File: config.mk
export PLATFORM = sky130hd
export DESIGN_NAME = alu_arbiter_flat
export DESIGN_NICKNAME = d
export VERILOG_FILES = /design/src/rtl/alu_arbiter_if.sv /design/src/rtl/alu_arbiter.sv /design/src/flat_wrapper.sv
export SDC_FILE = /design/constraint.sdc
export NUM_CORES = 1
export LEC_CHECK = 0
export ABC_CLOCK_PERIOD_IN_PS = 6190
export BUFFER_PORTS_ARGS = -buffer_cell sky130_fd_sc_hd__buf_4
export CAP_MARGIN = 0
export CORE_AREA = 2 2 197 199
export CTS_CLUSTER_SIZE = 10
export DETAILED_ROUTE_END_ITERATION = 8
export DIE_AREA = 0 0 199 201
export SYNTH_ARGS = -nofsm -noshare
export SYNTH_HDL_FRONTEND = slang
export SYNTH_SLANG_ARGS = --single-unit
export TNS_END_PERCENT = 1
File: constraint.sdc
create_clock -name clk -period 6.19 [get_ports clk]
set_clock_uncertainty 0.1 [all_clocks]
set_input_delay 1.238 -clock clk [delete_from_list [all_inputs] [get_ports clk]]
set_output_delay 1.238 -clock clk [all_outputs]
set_load 0.005 [all_outputs]
File: src/rtl/alu_arbiter_if.sv
// rtl/alu_arbiter_if.sv - request, ALU operand and response bundle for alu_arbiter
interface alu_arbiter_if #(
  parameter int WIDTH = 32,
  parameter int TAG_W = 4
);
  logic             req_valid_0;
  logic             req_ready_0;
  logic [5:0]       req_instr_0;
  logic [WIDTH-1:0] req_rs1_0;
  logic [WIDTH-1:0] req_rs2_0;
  logic [WIDTH-1:0] req_imm_0;
  logic [4:0]       req_shamt_0;
  logic [31:0]      req_pc_0;
  logic [TAG_W-1:0] req_tag_0;

  logic             req_valid_1;
  logic             req_ready_1;
  logic [5:0]       req_instr_1;
  logic [WIDTH-1:0] req_rs1_1;
  logic [WIDTH-1:0] req_rs2_1;
  logic [WIDTH-1:0] req_imm_1;
  logic [4:0]       req_shamt_1;
  logic [31:0]      req_pc_1;
  logic [TAG_W-1:0] req_tag_1;

  logic [5:0]       alu_instr;
  logic [WIDTH-1:0] alu_rs1;
  logic [WIDTH-1:0] alu_rs2;
  logic [WIDTH-1:0] alu_imm;
  logic [4:0]       alu_shamt;
  logic [31:0]      alu_pc;
  logic [WIDTH-1:0] alu_out;

  logic             rsp_valid;
  logic             rsp_ready;
  logic             rsp_id;
  logic [TAG_W-1:0] rsp_tag;
  logic [WIDTH-1:0] rsp_data;

  modport slave (
    input  req_valid_0, req_instr_0, req_rs1_0, req_rs2_0, req_imm_0, req_shamt_0, req_pc_0, req_tag_0,
    input  req_valid_1, req_instr_1, req_rs1_1, req_rs2_1, req_imm_1, req_shamt_1, req_pc_1, req_tag_1,
    output req_ready_0, req_ready_1,
    output alu_instr, alu_rs1, alu_rs2, alu_imm, alu_shamt, alu_pc,
    input  alu_out,
    output rsp_valid, rsp_id, rsp_tag, rsp_data,
    input  rsp_ready
  );

  modport master (
    output req_valid_0, req_instr_0, req_rs1_0, req_rs2_0, req_imm_0, req_shamt_0, req_pc_0, req_tag_0,
    output req_valid_1, req_instr_1, req_rs1_1, req_rs2_1, req_imm_1, req_shamt_1, req_pc_1, req_tag_1,
    input  req_ready_0, req_ready_1,
    input  alu_instr, alu_rs1, alu_rs2, alu_imm, alu_shamt, alu_pc,
    output alu_out,
    input  rsp_valid, rsp_id, rsp_tag, rsp_data,
    output rsp_ready
  );
endinterface

File: src/rtl/alu_arbiter.sv
// rtl/alu_arbiter.sv - two-port round-robin ALU arbiter with credit-managed response FIFO
module alu_arbiter #(
  parameter int         WIDTH      = 32,
  parameter int         TAG_W      = 4,
  parameter int         DEPTH      = 4,
  parameter logic [5:0] IDLE_INSTR = 6'h3F
) (
  input logic          clk,
  input logic          rst,
  input logic          flush,
  alu_arbiter_if.slave bus
);
  localparam int PTR_W = (DEPTH > 1) ? $clog2(DEPTH) : 1;
  localparam int CNT_W = PTR_W + 1;
  localparam int ENT_W = 1 + TAG_W + WIDTH;

  logic             prio_q, prio_d;
  logic             if_valid_q, if_valid_d;
  logic             if_id_q, if_id_d;
  logic [TAG_W-1:0] if_tag_q, if_tag_d;
  logic [ENT_W-1:0] mem_q [DEPTH];
  logic [ENT_W-1:0] mem_d [DEPTH];
  logic [PTR_W-1:0] wr_ptr_q, wr_ptr_d;
  logic [PTR_W-1:0] rd_ptr_q, rd_ptr_d;
  logic [CNT_W-1:0] count_q, count_d;

  logic [CNT_W-1:0] occupancy;
  logic             credit;
  logic             grant_0, grant_1;
  logic             push, pop;

  // Credit counts queued plus in-flight results, so it never depends on rsp_ready.
  // Reset also withholds grants so the request side looks idle while rst is high.
  always_comb begin
    occupancy = count_q + CNT_W'(if_valid_q);
    credit    = (occupancy < CNT_W'(DEPTH)) && !flush && !rst;
    grant_0   = credit && bus.req_valid_0 && (!bus.req_valid_1 || !prio_q);
    grant_1   = credit && bus.req_valid_1 && (!bus.req_valid_0 ||  prio_q);
  end

  assign bus.req_ready_0 = grant_0;
  assign bus.req_ready_1 = grant_1;

  // Steer the granted requester's operands onto the ALU; idle code and zeros otherwise.
  always_comb begin
    bus.alu_instr = IDLE_INSTR;
    bus.alu_rs1   = '0;
    bus.alu_rs2   = '0;
    bus.alu_imm   = '0;
    bus.alu_shamt = '0;
    bus.alu_pc    = '0;
    if (grant_0) begin
      bus.alu_instr = bus.req_instr_0;
      bus.alu_rs1   = bus.req_rs1_0;
      bus.alu_rs2   = bus.req_rs2_0;
      bus.alu_imm   = bus.req_imm_0;
      bus.alu_shamt = bus.req_shamt_0;
      bus.alu_pc    = bus.req_pc_0;
    end else if (grant_1) begin
      bus.alu_instr = bus.req_instr_1;
      bus.alu_rs1   = bus.req_rs1_1;
      bus.alu_rs2   = bus.req_rs2_1;
      bus.alu_imm   = bus.req_imm_1;
      bus.alu_shamt = bus.req_shamt_1;
      bus.alu_pc    = bus.req_pc_1;
    end
  end

  // Round-robin priority flips away from the winner; in-flight stage tracks the ALU latency.
  always_comb begin
    prio_d = prio_q;
    if (grant_0) begin
      prio_d = 1'b1;
    end else if (grant_1) begin
      prio_d = 1'b0;
    end
    if_valid_d = grant_0 || grant_1;
    if_id_d    = grant_1;
    if_tag_d   = grant_1 ? bus.req_tag_1 : bus.req_tag_0;
  end

  assign push = if_valid_q;
  assign pop  = bus.rsp_valid && bus.rsp_ready;

  assign bus.rsp_valid = (count_q != '0);
  assign {bus.rsp_id, bus.rsp_tag, bus.rsp_data} = mem_q[rd_ptr_q];

  // Response FIFO: the in-flight result lands as alu_out becomes valid; flush empties it.
  always_comb begin
    mem_d    = mem_q;
    wr_ptr_d = wr_ptr_q;
    rd_ptr_d = rd_ptr_q;
    count_d  = count_q;
    if (flush) begin
      wr_ptr_d = '0;
      rd_ptr_d = '0;
      count_d  = '0;
    end else begin
      if (push) begin
        mem_d[wr_ptr_q] = {if_id_q, if_tag_q, bus.alu_out};
        wr_ptr_d        = wr_ptr_q + PTR_W'(1);
      end
      if (pop) begin
        rd_ptr_d = rd_ptr_q + PTR_W'(1);
      end
      case ({push, pop})
        2'b10:   count_d = count_q + CNT_W'(1);
        2'b01:   count_d = count_q - CNT_W'(1);
        default: count_d = count_q;
      endcase
    end
  end

  // State registers; storage is cleared on reset so the idle head reads as zero.
  always_ff @(posedge clk or posedge rst) begin
    if (rst) begin
      prio_q     <= 1'b0;
      if_valid_q <= 1'b0;
      if_id_q    <= 1'b0;
      if_tag_q   <= '0;
      wr_ptr_q   <= '0;
      rd_ptr_q   <= '0;
      count_q    <= '0;
      for (int i = 0; i < DEPTH; i++) begin
        mem_q[i] <= '0;
      end
    end else begin
      prio_q     <= prio_d;
      if_valid_q <= if_valid_d;
      if_id_q    <= if_id_d;
      if_tag_q   <= if_tag_d;
      wr_ptr_q   <= wr_ptr_d;
      rd_ptr_q   <= rd_ptr_d;
      count_q    <= count_d;
      mem_q      <= mem_d;
    end
  end
endmodule

File: src/flat_wrapper.sv
// flat-port wrapper written by rule: the top's interface ports become plain ports
module alu_arbiter_flat 
#(
  parameter int         WIDTH      = 32,
  parameter int         TAG_W      = 4,
  parameter int         DEPTH      = 4,
  parameter logic [5:0] IDLE_INSTR = 6'h3F
)
  (clk, rst, flush, bus_req_valid_0, bus_req_instr_0, bus_req_rs1_0, bus_req_rs2_0, bus_req_imm_0, bus_req_shamt_0, bus_req_pc_0, bus_req_tag_0, bus_req_valid_1, bus_req_instr_1, bus_req_rs1_1, bus_req_rs2_1, bus_req_imm_1, bus_req_shamt_1, bus_req_pc_1, bus_req_tag_1, bus_req_ready_0, bus_req_ready_1, bus_alu_instr, bus_alu_rs1, bus_alu_rs2, bus_alu_imm, bus_alu_shamt, bus_alu_pc, bus_alu_out, bus_rsp_valid, bus_rsp_id, bus_rsp_tag, bus_rsp_data, bus_rsp_ready);
  alu_arbiter_if #(.WIDTH(WIDTH), .TAG_W(TAG_W)) bus_i ();
  input logic clk;
  input logic rst;
  input logic flush;
  input wire logic [$bits(bus_i.req_valid_0)-1:0] bus_req_valid_0;
  input wire logic [$bits(bus_i.req_instr_0)-1:0] bus_req_instr_0;
  input wire logic [$bits(bus_i.req_rs1_0)-1:0] bus_req_rs1_0;
  input wire logic [$bits(bus_i.req_rs2_0)-1:0] bus_req_rs2_0;
  input wire logic [$bits(bus_i.req_imm_0)-1:0] bus_req_imm_0;
  input wire logic [$bits(bus_i.req_shamt_0)-1:0] bus_req_shamt_0;
  input wire logic [$bits(bus_i.req_pc_0)-1:0] bus_req_pc_0;
  input wire logic [$bits(bus_i.req_tag_0)-1:0] bus_req_tag_0;
  input wire logic [$bits(bus_i.req_valid_1)-1:0] bus_req_valid_1;
  input wire logic [$bits(bus_i.req_instr_1)-1:0] bus_req_instr_1;
  input wire logic [$bits(bus_i.req_rs1_1)-1:0] bus_req_rs1_1;
  input wire logic [$bits(bus_i.req_rs2_1)-1:0] bus_req_rs2_1;
  input wire logic [$bits(bus_i.req_imm_1)-1:0] bus_req_imm_1;
  input wire logic [$bits(bus_i.req_shamt_1)-1:0] bus_req_shamt_1;
  input wire logic [$bits(bus_i.req_pc_1)-1:0] bus_req_pc_1;
  input wire logic [$bits(bus_i.req_tag_1)-1:0] bus_req_tag_1;
  output wire logic [$bits(bus_i.req_ready_0)-1:0] bus_req_ready_0;
  output wire logic [$bits(bus_i.req_ready_1)-1:0] bus_req_ready_1;
  output wire logic [$bits(bus_i.alu_instr)-1:0] bus_alu_instr;
  output wire logic [$bits(bus_i.alu_rs1)-1:0] bus_alu_rs1;
  output wire logic [$bits(bus_i.alu_rs2)-1:0] bus_alu_rs2;
  output wire logic [$bits(bus_i.alu_imm)-1:0] bus_alu_imm;
  output wire logic [$bits(bus_i.alu_shamt)-1:0] bus_alu_shamt;
  output wire logic [$bits(bus_i.alu_pc)-1:0] bus_alu_pc;
  input wire logic [$bits(bus_i.alu_out)-1:0] bus_alu_out;
  output wire logic [$bits(bus_i.rsp_valid)-1:0] bus_rsp_valid;
  output wire logic [$bits(bus_i.rsp_id)-1:0] bus_rsp_id;
  output wire logic [$bits(bus_i.rsp_tag)-1:0] bus_rsp_tag;
  output wire logic [$bits(bus_i.rsp_data)-1:0] bus_rsp_data;
  input wire logic [$bits(bus_i.rsp_ready)-1:0] bus_rsp_ready;
  assign bus_i.req_valid_0 = bus_req_valid_0;
  assign bus_i.req_instr_0 = bus_req_instr_0;
  assign bus_i.req_rs1_0 = bus_req_rs1_0;
  assign bus_i.req_rs2_0 = bus_req_rs2_0;
  assign bus_i.req_imm_0 = bus_req_imm_0;
  assign bus_i.req_shamt_0 = bus_req_shamt_0;
  assign bus_i.req_pc_0 = bus_req_pc_0;
  assign bus_i.req_tag_0 = bus_req_tag_0;
  assign bus_i.req_valid_1 = bus_req_valid_1;
  assign bus_i.req_instr_1 = bus_req_instr_1;
  assign bus_i.req_rs1_1 = bus_req_rs1_1;
  assign bus_i.req_rs2_1 = bus_req_rs2_1;
  assign bus_i.req_imm_1 = bus_req_imm_1;
  assign bus_i.req_shamt_1 = bus_req_shamt_1;
  assign bus_i.req_pc_1 = bus_req_pc_1;
  assign bus_i.req_tag_1 = bus_req_tag_1;
  assign bus_req_ready_0 = bus_i.req_ready_0;
  assign bus_req_ready_1 = bus_i.req_ready_1;
  assign bus_alu_instr = bus_i.alu_instr;
  assign bus_alu_rs1 = bus_i.alu_rs1;
  assign bus_alu_rs2 = bus_i.alu_rs2;
  assign bus_alu_imm = bus_i.alu_imm;
  assign bus_alu_shamt = bus_i.alu_shamt;
  assign bus_alu_pc = bus_i.alu_pc;
  assign bus_i.alu_out = bus_alu_out;
  assign bus_rsp_valid = bus_i.rsp_valid;
  assign bus_rsp_id = bus_i.rsp_id;
  assign bus_rsp_tag = bus_i.rsp_tag;
  assign bus_rsp_data = bus_i.rsp_data;
  assign bus_i.rsp_ready = bus_rsp_ready;
  alu_arbiter #(.WIDTH(WIDTH), .TAG_W(TAG_W), .DEPTH(DEPTH), .IDLE_INSTR(IDLE_INSTR)) u_core (.clk(clk), .rst(rst), .flush(flush), .bus(bus_i));
endmodule
==> impl_metrics.json, run 1 <==
{
  "peakVddDrop_v": 0.000157,
  "slew_headroom": 0.281,
  "cp_slowest_cell": "a21oi_4",
  "clkLatencyLatePin_ns": 0.42,
  "clk_root_buffer_cell": "clkbuf_16",
  "syn_area_um2": 9310,
  "wl_per_cell_um": 24.2,
  "ys_types": 35,
  "syn_nets": 1237,
  "worstHoldPathType": "flip-flop to flip-flop",
  "synth_edf_count": 0,
  "fp.coreArea_um2": 38100,
  "worstPathCellList": "buf_4 -> a21oi_4 -> buf_12 -> buf_4 -> nand2_1 -> a21oi_1 -> buf_4",
  "cts_buffers": 17,
  "yosysTopAreaCell": "dfrtp_1",
  "critPathMaxStageDelay_ns": 0.52,
  "dieArea_um2": 40000,
  "hold_depth": 1,
  "grt_overflow_total": 0,
  "synth_ff_type": "dfrtp_1",
  "post_cts_resized": 0,
  "period_share": 0.848,
  "drt_iter0_drc": 635,
  "rows": 72,
  "ios": 503,
  "required_ns": 4.85,
  "crit_buf_inv": 4,
  "syn2layout_area_growth_pct": 51.5,
  "cellLeakagePower_uw": 0.00677,
  "start_util": 0.244,
  "hpwlAfterDp_mm": 36.6,
  "dp_cells": 1857,
  "slew_violations": 0,
  "die_w_um": 199,
  "crit_path_end_kind": "output pin",
  "worst_ep_arrival_time_ns": 3.91,
  "worstSetupPathDepth": 7,
  "netlist_top_cells_area": "dfrtp_1 (44%), mux2_2 (16%), mux4_2 (9.0%)",
  "tritoncts": "yes",
  "worst_pin_slew_ns": 1.08,
  "drc_errors": 0,
  "setup_tns_ns": 0,
  "p_per_area_nw_per_um2": 271,
  "vias": 9077,
  "hold_viol_final": 0,
  "avgViaCountPerCell": 4.80,
  "rsz0062_at_grt": "no",
  "ys_warn_count": 0,
  "grt_pass1_wl_mm": 65.2,
  "clock_path_buffers": 2,
  "yosys.area.top_type_share": 0.435,
  "postCtsSetupBuffers": 0,
  "instances_no_fill": 1893,
  "grt_max_degree": 114,
  "setup_viol": 0,
  "synth-seq-area-share": 0.435,
  "postSynthCellCount": 908,
  "gp_congestion": 1.01,
  "start_kind": "input port",
  "clk_pin_slew_ns": 0.06,
  "yosys_register_bits": 162,
  "syn_area_per_cell_um2": 10.3,
  "cts_num_sinks": 162,
  "die_h_um": 201,
  "crit_family": "buffers and inverters",
  "worstRegToRegCells": 3,
  "drv_cap": 0,
  "status": "completed",
  "critPathKind": "input port to output pin",
  "clock.fmax_ghz": 0.190,
  "crit_path_frequent_cell": "buf_4",
  "dr.pass1.iters": 5,
  "ant_nets": 0,
  "holdBufCountCts": 0,
  "fin_crit_ns": 5.25,
  "grt_use_total": 0.226,
  "ctsHtreeMaxLevel": 4,
  "antenna_found_initial": 4,
  "grt_pass1_vias": 9316,
  "crit_fanout": 110,
  "drive_above_1_share": 0.529,
  "async_reset_ff_frac": 1.00,
  "portBuffers": 502,
  "wl_mm": 45.9,
  "final_nets": 1687
}
[layer usage]
| metal | GRT usage | wire (um) | vias up |
|---|---|---|---|
| met4 | 0.0578 | 836 | 0 |
| met1 | 0.267 | 17700 | 4525 |
| li1 | - | - | 4161 |
| met5 | 0 | 0 | - |
| met2 | 0.396 | 23700 | 357 |
| met3 | 0.0680 | 3680 | 34 |
[flip-flops by register name (all words and copies together), names as in the netlist]
name               cells
u_core.mem_q         148
u_core.if_tag_q        4
u_core.count_q         3
u_core.rd_ptr_q        2
u_core.wr_ptr_q        2
u_core.if_id_q         1
u_core.if_valid_q      1
u_core.prio_q          1
[through the flow]
stage          instance area (um^2)  total power, uW  hold slack (ns)  worst slack, ns   util
2_1_floorplan                  9310             2090            0.359            0.475      -
3_3_place_gp                  13500             2770            0.369            0.953  0.354
3_5_place_dp                  13500             2800            0.382            0.972  0.354
4_1_cts                       14100             3870            0.396            0.962  0.370
5_1_grt                       14100             4050            0.400            0.848  0.370
6_report                      14100             3830            0.388            0.940  0.370
[synth_stat cells (all sizes together), types with 2 or more instances]
master  number
a31oi        2
xor2         2
xnor2        3
nand2      140
dfrtp      162
buf         38
a21oi      135
mux4        37
nor3         3
o21ai       10
nand3      134
clkbuf      45
ha           4
nor3b        6
inv          4
nor2        19
mux2       152
[power by group]
part           leakage (uW)  internal (uW)  switching, uW
combinational       0.00435            769            591
clock              0.000287            622            437
sequential          0.00213           1260            146
total               0.00677           2650           1170
[worst register-to-register path, delay by kind of cell, from the launching register on]
kind | cells | cell delay [ns]
multiplexers | 1 | 0.51
flip-flops | 1 | 0.55
AND/OR/NAND/NOR | 2 | 1.17
[layout by cell type, fill, tap and decap left out, types with 2 or more instances in the layout]
cell type | synthesis | layout
buf_4 | 15 | 511
dfrtp_1 | 162 | 160
nand2_1 | 136 | 135
nand3_1 | 134 | 134
a21oi_1 | 135 | 134
mux2_2 | 130 | 130
mux4_2 | 37 | 37
mux2_1 | 22 | 22
nor2_1 | 18 | 18
clkbuf_16 | 0 | 17
o21ai_0 | 9 | 9
nor3b_1 | 6 | 6
inv_6 | 0 | 6
nand2_4 | 4 | 5
diode_2 | 0 | 4
ha_1 | 4 | 4
xnor2_1 | 3 | 3
nor3_1 | 3 | 3
inv_1 | 4 | 3
clkinvlp_4 | 0 | 3
buf_12 | 0 | 3
xor2_1 | 2 | 2
a31oi_1 | 2 | 2
clkinv_4 | 0 | 2
clkbuf_8 | 0 | 2
bufinv_16 | 0 | 2
dfrtp_2 | 0 | 2
[cells by family after synthesis]
logic type / count (synthesis) / synth area share
buffers and inverters: 87 / 0.0438
AOI/OAI and AO/OA: 151 / 0.0836
xor gates and xnor gates: 5 / 0.00470
DFF: 162 / 0.435
and+or+nand+nor: 308 / 0.151
muxes: 190 / 0.274
adders and majority gates: 5 / 0.00753
[final timing paths]
kind	start	to	slack, ns
worst min-delay path	u_core.mem_q[18]	u_core.mem_q[18]	0.39
worst max-delay path	bus_req_valid_1	bus_alu_rs1[2]	0.94
worst max register to register	u_core.if_valid_q	u_core.mem_q[34]	3.73
worst min register to register	u_core.mem_q[18]	u_core.mem_q[18]	0.39
min in group asynchronous	rst	u_core.count_q[1]	0.74
max in group asynchronous	rst	u_core.mem_q[37]	4.07
[final cells by class]
type                            count  area [um^2]
Tap cell                          518          648
Clock inverter                     13          149
Multi-Input combinational cell    659         4870
Clock buffer                       19          453
Fill cell                        3865        24000
Timing Repair Buffer              514         3900
Inverter                            4         20.0
Sequential cell                   162         4060
Antenna cell                        4         10.0
(Power assumes the default switching activity.)
==> run 2, diff against run 1 <==
--- a/config.mk
+++ b/config.mk
@@ -5,7 +5,7 @@
 export SDC_FILE = /design/constraint.sdc
 export NUM_CORES = 1
 export LEC_CHECK = 0
-export ABC_CLOCK_PERIOD_IN_PS = 6190
+export ABC_CLOCK_PERIOD_IN_PS = 4650
 export BUFFER_PORTS_ARGS = -buffer_cell sky130_fd_sc_hd__buf_4
 export CAP_MARGIN = 0
 export CORE_AREA = 2 2 197 199
==> constraint.sdc (replaced) <==
create_clock -name clk -period 4.65 [get_ports clk]
set_clock_uncertainty 0.1 [all_clocks]
set_input_delay 0.93 -clock clk [delete_from_list [all_inputs] [get_ports clk]]
set_output_delay 0.93 -clock clk [all_outputs]
set_load 0.005 [all_outputs]
==> impl_metrics.json, run 2 (synthesis results as in run 1) <==
{
  "status": "completed",
  "portBuffers": 502,
  "syn2layout_area_growth_pct": 52.0,
  "start_util": 0.244,
  "holdBufCountCts": 0,
  "rows": 72,
  "cp_slowest_cell": "o21ai_0",
  "gp_congestion": 1.01,
  "final_nets": 1694,
  "grt_overflow_total": 0,
  "wl_mm": 46.8,
  "dieArea_um2": 40000,
  "cts_buffers": 17,
  "worst_slack_ns": 0.655,
  "start_kind": "input port",
  "grt_pass1_wl_mm": 66.0,
  "drv_cap": 0,
  "drive_above_1_share": 0.531,
  "top_regs": "u_core.mem_q (148), u_core.if_tag_q (4), u_core.count_q (3)",
  "cellLeakagePower_uw": 0.00679,
  "crit_fanout": 33,
  "postCtsSetupBuffers": 0,
  "worst_pin_slew_ns": 1.08,
  "fin_crit_ns": 4.00,
  "worstRegToRegCells": 3,
  "grt_use_total": 0.230,
  "peakVddDrop_v": 0.000193,
  "rsz0062_at_grt": "no",
  "critPathKind": "input port to output pin",
  "clock.fmax_ghz": 0.250,
  "die_w_um": 199,
  "period_share": 0.859,
  "hpwlAfterDp_mm": 37.5,
  "clk_pin_slew_ns": 0.06,
  "clock_path_buffers": 2,
  "required_ns": 3.62,
  "crit_path_end_kind": "output pin",
  "dr.pass1.iters": 5,
  "slew_violations": 0,
  "ant_nets": 0,
  "hold_viol_final": 0,
  "wl_per_cell_um": 24.6,
  "worst_ep_arrival_time_ns": 2.97,
  "worstSetupStartpoint": "bus_req_valid_0",
  "slew_headroom": 0.282,
  "grt_pass1_vias": 9318,
  "post_cts_resized": 0,
  "worstHoldPathType": "flip-flop to flip-flop",
  "antenna_found_initial": 13,
  "setup_viol": 0,
  "tritoncts": "yes",
  "largest_reg_flops": 148,
  "drt_iter0_drc": 495,
  "fp.coreArea_um2": 38100,
  "final_common_cell": "buf_4",
  "setup_tns_ns": 0,
  "final.fill_count": 3839,
  "vias": 9234,
  "worstSetupPathDepth": 8,
  "regMostFlops": "u_core.mem_q",
  "p_per_area_nw_per_um2": 353,
  "crit_path_end": "bus_alu_instr[1]",
  "reg2reg_from": "u_core.if_valid_q",
  "worstPathCellList": "buf_4 -> inv_1 -> a21oi_4 -> buf_12 -> buf_12 -> nor3b_1 -> o21ai_0 -> buf_4",
  "critPathMaxStageDelay_ns": 0.68,
  "drc_errors": 0,
  "clkLatencyLatePin_ns": 0.42,
  "ios": 503,
  "crit_buf_inv": 5,
  "final_cell_mix": "buf_4 (515), dfrtp_1 (160), nand2_1 (135), nand3_1 (134), a21oi_1 (134)",
  "avgViaCountPerCell": 4.85,
  "r2r_slack_ns": 2.12,
  "crit_family": "compound AO/OA/AOI/OAI gates",
  "rr_endpoint": "u_core.mem_q[15]",
  "ctsHtreeMaxLevel": 4,
  "die_h_um": 201,
  "cts_num_sinks": 162,
  "clk_root_buffer_cell": "clkbuf_16",
  "pre_cts_slack_ns": 0.555,
  "grt_max_degree": 139
}
==> run 2: changes by cell type in the layout (fill, tap and decap cells not counted), moves of 2 or more <==
cell / change
buf_12: +3
bufinv_16: -2
diode_2: +7
buf_4: +4
==> run 2: layer usage <==
metal  vias to the layer above  global-route usage  share of wire
li1                       4176                   -              -
met1                      4636               0.271           0.39
met2                       374               0.402           0.52
met3                        48              0.0643          0.075
met4                         0              0.0720          0.022
met5                         -                   0              0
==> run 2: area by class of cell <==
type	count	area (um^2)	area share
clock inverter	12	97.6	0.00690
timing repair buffer	521	3990	0.282
clock buffer	18	439	0.0310
sequential	162	4060	0.287
inverter	4	18.8	0.00133
antenna	11	27.5	0.00195
multi-input combinational	659	4870	0.345
tap	518	648	0.0458
==> run 2: worst min-delay path by stage <==
stage | depth (start not counted) | to | from
3_3_place_gp | 1 | u_core.mem_q[34] | u_core.mem_q[34]
2_1_floorplan | 1 | u_core.mem_q[10] | u_core.mem_q[10]
6_report | 1 | u_core.mem_q[17] | u_core.mem_q[17]
3_5_place_dp | 1 | u_core.mem_q[17] | u_core.mem_q[17]
4_1_cts | 1 | u_core.mem_q[17] | u_core.mem_q[17]
5_1_grt | 1 | u_core.mem_q[20] | u_core.mem_q[20]
==> run 2: stage by stage <==
stage	power, uW	hold slack (ns)	utilization	std cells	instance area, um^2
floorplan	2780	0.359	-	908	9310
global placement	3710	0.369	0.356	1864	13600
detailed placement	3750	0.381	0.356	1864	13600
CTS	5060	0.394	0.371	1894	14100
global route	5280	0.405	0.371	1905	14100
finish	4990	0.390	0.371	1905	14100
==> run 2: power by group <==
part	total (uW)	internal, uW	leakage (uW)	switching, uW
clock network	1290	703	0.000262	586
registers	1840	1680	0.00213	160
logic	1860	1040	0.00440	818
total	4990	3420	0.00679	1560
==> run 3, diff against run 2 <==
--- a/config.mk
+++ b/config.mk
@@ -8,10 +8,13 @@
 export ABC_CLOCK_PERIOD_IN_PS = 4650
 export BUFFER_PORTS_ARGS = -buffer_cell sky130_fd_sc_hd__buf_4
 export CAP_MARGIN = 0
-export CORE_AREA = 2 2 197 199
+export CELL_PAD_IN_SITES_DETAIL_PLACEMENT = 1
+export CELL_PAD_IN_SITES_GLOBAL_PLACEMENT = 2
+export CORE_MARGIN = 2
+export CORE_UTILIZATION = 23
 export CTS_CLUSTER_SIZE = 10
 export DETAILED_ROUTE_END_ITERATION = 8
-export DIE_AREA = 0 0 199 201
+export PLACE_DENSITY_LB_ADDON = 0.1
 export SYNTH_ARGS = -nofsm -noshare
 export SYNTH_HDL_FRONTEND = slang
 export SYNTH_SLANG_ARGS = --single-unit
==> impl_metrics.json, run 3 (synthesis results as in run 1) <==
{
  "grt_overflow_total": 0,
  "start_util": 0.234,
  "hpwlAfterDp_mm": 34.5,
  "clk_pin_slew_ns": 0.06,
  "setup_tns_ns": 0,
  "critPathMaxStageDelay_ns": 0.60,
  "die_h_um": 205,
  "clkLatencyLatePin_ns": 0.42,
  "cts_buffers": 17,
  "postCtsSetupBuffers": 0,
  "final_cell_mix": "buf_4 (514), dfrtp_1 (160), nand2_1 (135), nand3_1 (134), a21oi_1 (134)",
  "rows": 73,
  "ant_nets": 0,
  "gp_congestion": 0.846,
  "portBuffers": 502,
  "dieArea_um2": 42100,
  "vias": 8911,
  "dp_cells": 1871,
  "total_power_uw": 5060,
  "wl_mm": 44.9,
  "instances_no_fill": 1907,
  "cts_num_sinks": 162,
  "critPathKind": "flip-flop to output pin",
  "p_per_area_nw_per_um2": 356,
  "fp.coreArea_um2": 39800,
  "antenna_found_initial": 5,
  "worst_ep_arrival_time_ns": 2.77,
  "dr.pass1.iters": 4,
  "crit_buf_inv": 2,
  "start_kind": "flip-flop",
  "required_ns": 3.62,
  "regMostFlops": "u_core.mem_q",
  "clock_path_buffers": 2,
  "holdBufCountCts": 0,
  "peakVddDrop_v": 0.000258,
  "syn2layout_area_growth_pct": 52.4,
  "hold_viol_final": 0,
  "wl_per_cell_um": 23.6,
  "slew_violations": 0,
  "post_dp_cell_area_um2": 13600,
  "final_util": 0.356,
  "drc_errors": 0,
  "worst_pin_slew_ns": 0.787,
  "crit_fanout": 45,
  "top_regs": "u_core.mem_q (148), u_core.if_tag_q (4), u_core.count_q (3)",
  "fin_crit_ns": 3.80,
  "grt_pass1_wl_mm": 64.7,
  "worstHoldPathType": "flip-flop to flip-flop",
  "cellLeakagePower_uw": 0.00681,
  "largest_reg_flops": 148,
  "worstPathCellList": "and4_1 -> o21ai_4 -> buf_4 -> a21oi_1 -> buf_4",
  "ios": 503,
  "period_share": 0.818,
  "crit_path_end_kind": "output pin",
  "ctsHtreeMaxLevel": 4,
  "clk_root_buffer_cell": "clkbuf_16",
  "r2r_slack_ns": 2.15,
  "post_cts_resized": 0,
  "drive_above_1_share": 0.529,
  "crit_path_frequent_cell": "buf_4",
  "crit_family": "compound AO/OA/AOI/OAI gates",
  "drv_cap": 0,
  "final_common_cell": "buf_4",
  "avgViaCountPerCell": 4.67,
  "status": "completed",
  "clock.fmax_ghz": 0.263,
  "drt_iter0_drc": 370,
  "cp_slowest_cell": "o21ai_4",
  "final_area_um2": 14200,
  "grt_use_total": 0.209,
  "rsz0062_at_grt": "no",
  "tritoncts": "yes",
  "die_w_um": 205,
  "slew_headroom": 0.475,
  "final_nets": 1694,
  "grt_max_degree": 73,
  "grt_pass1_vias": 9634,
  "setup_viol": 0
}
[run 3: changes by cell type in the layout (fill, tap and decap cells not counted)]
cell / before / now
bufinv_16: 0 / 2
inv_8: 1 / 0
diode_2: 11 / 5
inv_6: 5 / 0
buf_4: 515 / 514
clkinv_2: 2 / 3
clkbuf_8: 1 / 2
buf_12: 6 / 7
clkbuf_1: 0 / 3
[run 3: per-layer routing]
layer / up-vias / track usage / wire length (um)
li1: 4169 / - / -
met3: 33 / 0.0660 / 3290
met2: 260 / 0.350 / 22400
met4: 0 / 0.0596 / 719
met5: - / 0 / 0
met1: 4449 / 0.259 / 18500
[run 3: path summary, 6_finish.rpt]
kind                                   startpoint            endpoint  depth (start not counted)
worst max-delay path            u_core.if_valid_q    bus_alu_shamt[0]                          5
worst min-delay path             u_core.mem_q[32]    u_core.mem_q[32]                          1
worst max register to register  u_core.if_valid_q    u_core.mem_q[91]                          3
worst min register to register   u_core.mem_q[32]    u_core.mem_q[32]                          1
max in group asynchronous                     rst  u_core.rd_ptr_q[0]                          3
min in group asynchronous                     rst   u_core.count_q[1]                          3
[run 3: metrics by stage]
step	worst slack, ns	hold slack [ns]
global placement	1.05	0.371
finish	0.847	0.387
CTS	0.719	0.393
global route	0.664	0.406
detailed placement	1.03	0.379
floorplan	1.56	0.359
[run 3: power breakdown]
| part | switching [uW] | leakage [uW] | internal [uW] | total [uW] |
|---|---|---|---|---|
| Sequential | 170 | 0.00213 | 1680 | 1850 |
| Combinational | 798 | 0.00440 | 1040 | 1840 |
| Clock | 553 | 0.000276 | 815 | 1370 |
[run 3: cell type report]
| class | instances | area, um^2 |
|---|---|---|
| Antenna cell | 5 | 12.5 |
| Clock buffer | 22 | 464 |
| Clock inverter | 9 | 108 |
| Fill cell | 4619 | 25600 |
| Inverter | 4 | 18.8 |
| Multi-Input combinational cell | 659 | 4870 |
| Sequential cell | 162 | 4060 |
| Tap cell | 525 | 657 |
| Timing Repair Buffer | 521 | 4000 |
